File: config.mk
export PLATFORM = sky130hd
export DESIGN_NAME = div_operand_stage
export DESIGN_NICKNAME = d
export VERILOG_FILES = /design/src/rtl/div_operand_stage.sv
export SDC_FILE = /design/constraint.sdc
export NUM_CORES = 1
export LEC_CHECK = 0
export ABC_AREA = 0
export ABC_CLOCK_PERIOD_IN_PS = 3500
export BUFFER_PORTS_ARGS = -buffer_cell sky130_fd_sc_hd__clkbuf_2
export CORE_AREA = 2 2 90 92
export CTS_BUF_LIST = sky130_fd_sc_hd__clkbuf_4
export DETAILED_ROUTE_END_ITERATION = 10
export DIE_AREA = 0 0 92 94
export PLACE_DENSITY = 0.89
export SKIP_CTS_REPAIR_TIMING = 1
export SLEW_MARGIN = 10
export SYNTH_ARGS = -nofsm -noshare
export SYNTH_HDL_FRONTEND = slang
export SYNTH_SLANG_ARGS = --single-unit
File: constraint.sdc
create_clock -name clk -period 3.5 [get_ports clk]
set_input_delay 0.35 -clock clk [delete_from_list [all_inputs] [get_ports clk]]
set_output_delay 0.35 -clock clk [all_outputs]
set_load 0.05 [all_outputs]
File: src/rtl/div_operand_stage.sv
// div_operand_stage: registers a divide request, normalises the divisor by
// left shifts, launches the datapath and waits for done.
// Optional DIV_ZERO_BYPASS_EN: a zero divisor is answered locally (spec_*).
// Ports:
//   clk, rst_n                      clock, async active-low reset
//   req_valid/req_ready             request handshake (ready only in IDLE)
//   req_usigned_n, req_dividend,
//   req_divisor                     request operands
//   dp_start                        one-cycle launch pulse
//   dp_usigned_n, dp_dividend,
//   dp_divisor, dp_shift            registered/normalised operands
//   dp_done                         datapath finished pulse
//   spec_valid, spec_quotient,
//   spec_reminder                   divide-by-zero result pulse
module div_operand_stage #(
    parameter  int parallelism = 32,
    localparam int SW = $clog2(parallelism) + 1
) (
    input  logic                   clk,
    input  logic                   rst_n,
    input  logic                   req_valid,
    output logic                   req_ready,
    input  logic                   req_usigned_n,
    input  logic [parallelism-1:0] req_dividend,
    input  logic [parallelism-1:0] req_divisor,
    output logic                   dp_start,
    output logic                   dp_usigned_n,
    output logic [parallelism-1:0] dp_dividend,
    output logic [parallelism-1:0] dp_divisor,
    output logic [SW-1:0]          dp_shift,
    input  logic                   dp_done,
    output logic                   spec_valid,
    output logic [parallelism-1:0] spec_quotient,
    output logic [parallelism-1:0] spec_reminder
);

    typedef enum logic [2:0] {
        IDLE,
        NORM,
        ISSUE,
        WAIT
`ifdef DIV_ZERO_BYPASS_EN
        , SPECIAL
`endif
    } state_t;

    state_t                 state;
    state_t                 state_n;
    logic                   usigned_n;
    logic [parallelism-1:0] dividend;
    logic [parallelism-1:0] divisor;
    logic [SW-1:0]          shift;
    logic                   accept;
    logic                   is_norm;
    logic                   top_ok;

    assign accept = (state == IDLE) && req_valid;

    // Signed operands are normalised once the sign bit differs from the
    // next bit; the shift cap stops an all-ones signed divisor from looping.
    assign top_ok  = usigned_n ? (divisor[parallelism-1] ^ divisor[parallelism-2])
                               : divisor[parallelism-1];
    assign is_norm = (divisor == '0)
                  || (shift == SW'(parallelism - 1))
                  || top_ok;

    always_ff @(posedge clk or negedge rst_n) begin
        if (!rst_n) begin
            state <= IDLE;
        end else begin
            state <= state_n;
        end
    end

    always_comb begin
        state_n = state;
        unique case (state)
            IDLE: begin
                if (req_valid) begin
`ifdef DIV_ZERO_BYPASS_EN
                    if (req_divisor == '0) begin
                        state_n = SPECIAL;
                    end else begin
                        state_n = NORM;
                    end
`else
                    state_n = NORM;
`endif
                end
            end
            NORM: begin
                if (is_norm) begin
                    state_n = ISSUE;
                end
            end
            ISSUE: begin
                state_n = WAIT;
            end
            WAIT: begin
                if (dp_done) begin
                    state_n = IDLE;
                end
            end
`ifdef DIV_ZERO_BYPASS_EN
            SPECIAL: begin
                state_n = IDLE;
            end
`endif
            default: begin
                state_n = IDLE;
            end
        endcase
    end

    always_ff @(posedge clk or negedge rst_n) begin
        if (!rst_n) begin
            usigned_n <= 1'b0;
            dividend  <= '0;
            divisor   <= '0;
            shift     <= '0;
        end else if (accept) begin
            usigned_n <= req_usigned_n;
            dividend  <= req_dividend;
            divisor   <= req_divisor;
            shift     <= '0;
        end else if ((state == NORM) && !is_norm) begin
            divisor <= {divisor[parallelism-2:0], 1'b0};
            shift   <= shift + SW'(1);
        end
    end

    assign req_ready    = (state == IDLE);
    assign dp_start     = (state == ISSUE);
    assign dp_usigned_n = usigned_n;
    assign dp_dividend  = dividend;
    assign dp_divisor   = divisor;
    assign dp_shift     = shift;

`ifdef DIV_ZERO_BYPASS_EN
    assign spec_valid    = (state == SPECIAL);
    assign spec_quotient = {parallelism{spec_valid}};
    assign spec_reminder = spec_valid ? dividend : '0;
`else
    assign spec_valid    = 1'b0;
    assign spec_quotient = '0;
    assign spec_reminder = '0;
`endif

endmodule

# Word-level counts from Yosys, hierarchy flattened
# Index checks and enable logic that the tools add are counted.
# word_totals
regBits	74
elab_cells	32
# op_classes
n_addsub	1
n_eq_ne	7
muxes	9
bitwise_logic	1
n_reduce_logical	9
# op_table
op	count
2-to-1 mux 32 bit	2
logical NOT 32 bit	1
2-to-1 mux 6 bit	2
one-hot mux 3 bit (4 select lines)	1
2-to-1 mux 3 bit	3
adder 6 x 1 -> 6 bit, second input constant	1
== test 3 x 2 -> 1 bit, second input constant	2
== test 6 x 5 -> 1 bit, second input constant	1
inequality test 2 bit, second input constant	3
== test 3 x 1 -> 1 bit, second input constant	1
logical NOT 3 bit	1
AND reduction 3 bit	1
logical AND 1 bit	2
logical OR 1 bit	2
nonzero test 2 bit	1
logical NOT 1 bit	1
2-to-1 mux 1 bit	1
XOR 1 bit	1

# Logic depth before layout (Yosys ltp)
# depth
depth_word	7
mapped_depth	8
mapped_depth_nobuf	7

# Worst setup path after synthesis
# No wires, ideal clock.
# synth_path
path_type	reg-to-reg
start	reg divisor[30] (netlist: dp_divisor[30])
end	reg shift[5] (netlist: dp_shift[5])
setup_time_ns	0.078
t_arrival_ns	2.047
required_time_ns	3.422
path_slack_ns	1.375
stages_incl_launch_ff	8
path_buffers	0
synth_period_minus_slack_ns	2.125
path_cell_list	dfrtp_1 inv_1 ha_1 mux2i_1 o311a_2 o21ai_4 or4_1 a21oi_1
# synth_via
elab_chain_len	6
word_cells_on_any_way	8
cone_classes	mux (1); bitwise (1); reduce/logical (6)
# synth_lines
element	line_no	text
start, declared	51	logic [parallelism-1:0] divisor;
start signal, assigned	124	divisor <= req_divisor;
start signal, assigned	127	divisor <= {divisor[parallelism-2:0], 1'b0};
logical NOT 32 bit or XOR 1 bit (tied branches)	63, 61	
logical OR 1 bit or 2-to-1 mux 1 bit (tied branches)	64, 61	
logical OR 1 bit *	65	|| top_ok;
logical NOT 1 bit *	126	end else if ((state == NORM) && !is_norm) begin
logical AND 1 bit *	126	
nonzero test 2 bit (no line) *	--	
end signal, assigned	128	shift <= shift + SW'(1);
end, declared	52	logic [SW-1:0] shift;
# Mark *: on every way between the ends. The rest lies on a longest branch, timed or not.
# A chain may end at the register's enable or synchronous reset.

# Worst setup path in the final report
# layout_path
start	reg divisor[30] (netlist: dp_divisor[30])
end	reg divisor[18] (netlist: dp_divisor[18])
# layout_via
elab_chain_len	6
word_cells_on_any_way	8
cone_classes	mux (1); bitwise (1); reduce/logical (6)
# layout_lines
element	line_no
logical NOT 32 bit or XOR 1 bit (tied branches)	63, 61
logical OR 1 bit or 2-to-1 mux 1 bit (tied branches)	64, 61
logical OR 1 bit *	65
logical NOT 1 bit *	126
logical AND 1 bit *	126
nonzero test 2 bit (no line) *	--
# Marked as above.

==> impl_metrics.prom <==
# TYPE chip_impl_metric gauge
chip_impl_metric{name="dp_hpwl",unit="mm"} 6.21
chip_impl_metric{name="p_seq_share",unit="%"} 29.9
chip_impl_info{name="worstHoldPathType",value="in2async"} 1
chip_impl_info{name="worst_path_class_setup",value="reg2reg"} 1
chip_impl_info{name="ys_top_cells_by_area",value="dfrtp_1 (50%), buf_4 (14%), nand2_1 (11%)"} 1
chip_impl_metric{name="clock_tree.htree_level_count",unit=""} 3
chip_impl_metric{name="synth-async-reset-ratio",unit="%"} 100
chip_impl_metric{name="tritoncts_num_sinks",unit=""} 73
chip_impl_metric{name="setup_tns",unit="ps"} 0
chip_impl_metric{name="final_layout_size_suffix_gt1_share",unit="%"} 30.3
chip_impl_metric{name="post_synth.cell_area_avg",unit="um^2"} 9.01
chip_impl_info{name="path_cells",value="inv_1, ha_1, mux2i_1, o311a_2, buf_4, o21ai_4, buf_4, a221oi_1, nor2_1"} 1
chip_impl_metric{name="post_synth_num_cell_types",unit=""} 31
chip_impl_metric{name="detail_route.wirelength",unit="mm"} 8.36
chip_impl_metric{name="worstMarginPinSlew",unit="ps"} 910
chip_impl_metric{name="timing.critical_path.buf_inv",unit=""} 3
chip_impl_info{name="critPathLaunchType",value="register"} 1
chip_impl_info{name="synthMostInstantiatedCell",value="nand2_1"} 1
chip_impl_metric{name="clock_power_share",unit="%"} 13.7
chip_impl_metric{name="pin_count",unit=""} 207
chip_impl_metric{name="syn-instance-count",unit=""} 409
chip_impl_info{name="synth.largest_area_cell",value="dfrtp_1"} 1
chip_impl_metric{name="combPwrFrac",unit="%"} 56.3
chip_impl_info{name="setup_repair_after_global_routing_missed_its_margin",value="no"} 1
chip_impl_metric{name="detail_route.vias_per_cell",unit=""} 4.79
chip_impl_info{name="synth.top_cells.by_count",value="nand2_1 (105), dfrtp_1 (73), buf_4 (68)"} 1
chip_impl_metric{name="finalNonFillerCells",unit=""} 649
chip_impl_metric{name="first_pass_iters",unit=""} 4
chip_impl_metric{name="cellPowerDensity",unit="nW/um^2"} 1210
chip_impl_metric{name="floorplan.die.height",unit="um"} 94
chip_impl_metric{name="route.detailed.drc",unit=""} 0
chip_impl_metric{name="synth_enable_flop_cells",unit=""} 0
chip_impl_metric{name="cap_violations",unit=""} 0
chip_impl_metric{name="cts.path.max_buffers",unit=""} 2
chip_impl_metric{name="buffers_on_ports",unit=""} 141
chip_impl_metric{name="global_route_wire_length_before_repair",unit="mm"} 13.2
chip_impl_info{name="top_cell_family_by_delay_on_the_critical_path",value="compound AO/OA/AOI/OAI gates"} 1
chip_impl_metric{name="synthToLayoutAreaGrowth",unit="%"} 19.7
chip_impl_metric{name="seq_area",unit="um^2"} 1830
chip_impl_metric{name="grt_pass1_vias",unit=""} 2850
chip_impl_metric{name="post-route-period-util",unit="%"} 67.9
chip_impl_metric{name="power.switching",unit="mW"} 2.95
chip_impl_metric{name="total_leakage_power",unit="nW"} 2.43
chip_impl_metric{name="grt_util_all_layers",unit="%"} 19.2
chip_impl_metric{name="worst_r2r_path_depth",unit=""} 9
chip_impl_metric{name="critical_path_depth",unit=""} 9
chip_impl_metric{name="dieArea",unit="um^2"} 8650
chip_impl_info{name="status",value="complete, no violations"} 1
chip_impl_metric{name="std_cell_rows",unit=""} 32
chip_impl_metric{name="timing.final.hold_violations",unit=""} 0
chip_impl_metric{name="clkLatencyLatePin",unit="ps"} 410
chip_impl_metric{name="synthDominantCellAreaShare",unit="%"} 49.6
chip_impl_metric{name="antenna_found_initial",unit=""} 0
chip_impl_metric{name="crit_arrival",unit="ps"} 2660
chip_impl_metric{name="area_of_the_multi_input_gates",unit="um^2"} 1490
chip_impl_metric{name="worst_ep_required_time",unit="ps"} 3790
chip_impl_info{name="crit_path_top_delay_cell",value="dfrtp_1"} 1
chip_impl_metric{name="irDropWorstVdd",unit="mV"} 0.459
chip_impl_metric{name="synth.cell_area",unit="um^2"} 3680
chip_impl_metric{name="core_region_area",unit="um^2"} 7610
chip_impl_metric{name="placed_cells",unit=""} 633
chip_impl_metric{name="antenna-diode-count",unit=""} 0
chip_impl_metric{name="setup-violations-final",unit=""} 0
chip_impl_metric{name="dpl-instance-area",unit="um^2"} 4200
chip_impl_metric{name="timing.critical_path.fanout_max",unit=""} 31
chip_impl_metric{name="internal-power",unit="mW"} 2.38
chip_impl_metric{name="num-nets-final",unit=""} 617
chip_impl_metric{name="synth.yosys.seq_area_share",unit="%"} 49.6
chip_impl_metric{name="grt_max_degree",unit=""} 74
chip_impl_metric{name="timing.critical_path.slowest_cell_delay",unit="ps"} 410
chip_impl_metric{name="cts.reportedPaths.clkPinSlew",unit="ps"} 130
chip_impl_metric{name="finalClockSkew",unit="ps"} 19.4
chip_impl_metric{name="fmax",unit="MHz"} 421
chip_impl_metric{name="route.antenna.remaining_nets",unit=""} 0
chip_impl_metric{name="place_congestion",unit=""} 0.819
chip_impl_info{name="critical_path.most_common_cell",value="buf_4"} 1
chip_impl_metric{name="synth-warning-count",unit=""} 0
chip_impl_info{name="critical_path.endpoint_type",value="register"} 1
chip_impl_metric{name="via_count",unit=""} 3110
chip_impl_info{name="cts_tree",value="done"} 1
chip_impl_metric{name="cts-buffers-inserted",unit=""} 9
chip_impl_info{name="yosys_most_used_dff",value="dfrtp_1"} 1
chip_impl_metric{name="initial_detailed_routing_violation_count",unit=""} 195
chip_impl_metric{name="die-width",unit="um"} 92
chip_impl_metric{name="slew_violations",unit=""} 0
chip_impl_metric{name="slew_headroom",unit="%"} 39.4
chip_impl_metric{name="switching_share",unit="%"} 55.3
chip_impl_metric{name="finalWorstPathRequiredPeriod",unit="ps"} 2380
chip_impl_metric{name="finish.instance_area",unit="um^2"} 4410
chip_impl_metric{name="postSynthRegisterBits",unit=""} 73
chip_impl_metric{name="starting_utilization_of_the_core_area",unit="%"} 48.4
chip_impl_info{name="cts_root_buffer",value="clkbuf_4"} 1
chip_impl_metric{name="grt_overflow_total",unit=""} 0
chip_impl_metric{name="wl_per_cell",unit="um"} 12.9
chip_impl_metric{name="fillerInstances",unit=""} 698
flip-flops by register name, summed over array words and instances, names as in the netlist:
name	count
dp_dividend	32
state	2
dp_divisor	32
dp_shift	6
dp_usigned_n	1
through the flow:
stage	total power, mW	setup slack, ps	util (%)	hold WS, ps
2_1_floorplan	4.00	1370	-	54.4
3_3_place_gp	4.54	1280	55.2	458
3_5_place_dp	4.63	1130	55.2	461
4_1_cts	5.38	1100	58.0	66.3
5_1_grt	5.67	891	58.0	94.1
6_report	5.33	1120	58.0	40.8
worst reg2reg max path: cells and delay by family (launching register included):
family | cells | cell delay, ps
buffers and inverters | 3 | 640
AND/OR/NAND/NOR | 1 | 90
AO/OA/AOI/OAI | 3 | 700
flip-flops | 1 | 410
adder cells (fa/ha/maj) | 1 | 280
multiplexers | 1 | 140
power groups by stage:
| stage | combinational [mW] | sequential (mW) | clock [mW] |
|---|---|---|---|
| floorplan | 1.13 | 2.87 | 0 |
| global placement | 2.96 | 1.59 | 0 |
| detailed placement | 3.03 | 1.60 | 0 |
| CTS | 3.03 | 1.59 | 0.755 |
| global route | 3.23 | 1.65 | 0.792 |
| finish | 3.00 | 1.59 | 0.732 |
placed cells by master (no fill, tap or decap), types with 2 or more instances in the layout:
master and n:
mux2i_1 2, or4_1 2, inv_1 5, clkbuf_4 9
nand3_1 6, buf_4 5, nand2b_1 2, o21ai_0 3
nand4_1 2, bufinv_16 4, nand2_1 104, or3_1 2
nor2_1 63, ha_1 6, nor4_1 6, clkinv_4 2
conb_1 65, dfrtp_1 73, clkbuf_2 140, a21oi_1 4
a221oi_1 30
routing by layer:
metal | up-vias | share of wire (%) | global-route usage, %
met4 | 0 | 1.6 | 8.33
met5 | - | 0 | 0
met3 | 13 | 7.6 | 4.01
met1 | 1453 | 41 | 23.9
li1 | 1503 | - | -
met2 | 141 | 50 | 32.7
final cells by class:
type,count,area share [%]
flip-flops and latches,73,41.4
multi-input cells,308,33.8
repair buffers,145,16.7
clock inverters,7,3.23
well taps,102,2.89
clock buffers,9,1.53
inverters,5,0.426
logic make-up (layout without fill, tap and decap cells):
kind of cell | Yosys count | count (layout) | synth area share (%)
compound gates | 42 | 42 | 9.47
xor+xnor | 1 | 1 | 0.238
fa+ha+maj | 6 | 6 | 2.04
buf+inv | 92 | 166 | 16.6
flops | 73 | 73 | 49.6
mux | 3 | 3 | 0.849
other cells | 1 | 65 | 0.102
simple gates | 191 | 191 | 21.1
final timing paths:
check	from	end	slack, ps
worst max-delay path	dp_divisor[30]	dp_divisor[18]	1120
worst min-delay path	rst_n	dp_divisor[14]	40
worst max register to register	dp_divisor[30]	dp_divisor[18]	1120
worst min register to register	dp_dividend[26]	dp_dividend[26]	490
max in group asynchronous	rst_n	state[1]	2830
min in group clk	req_dividend[29]	dp_dividend[29]	130
No activity file was read; power rests on OpenSTA's default activity.
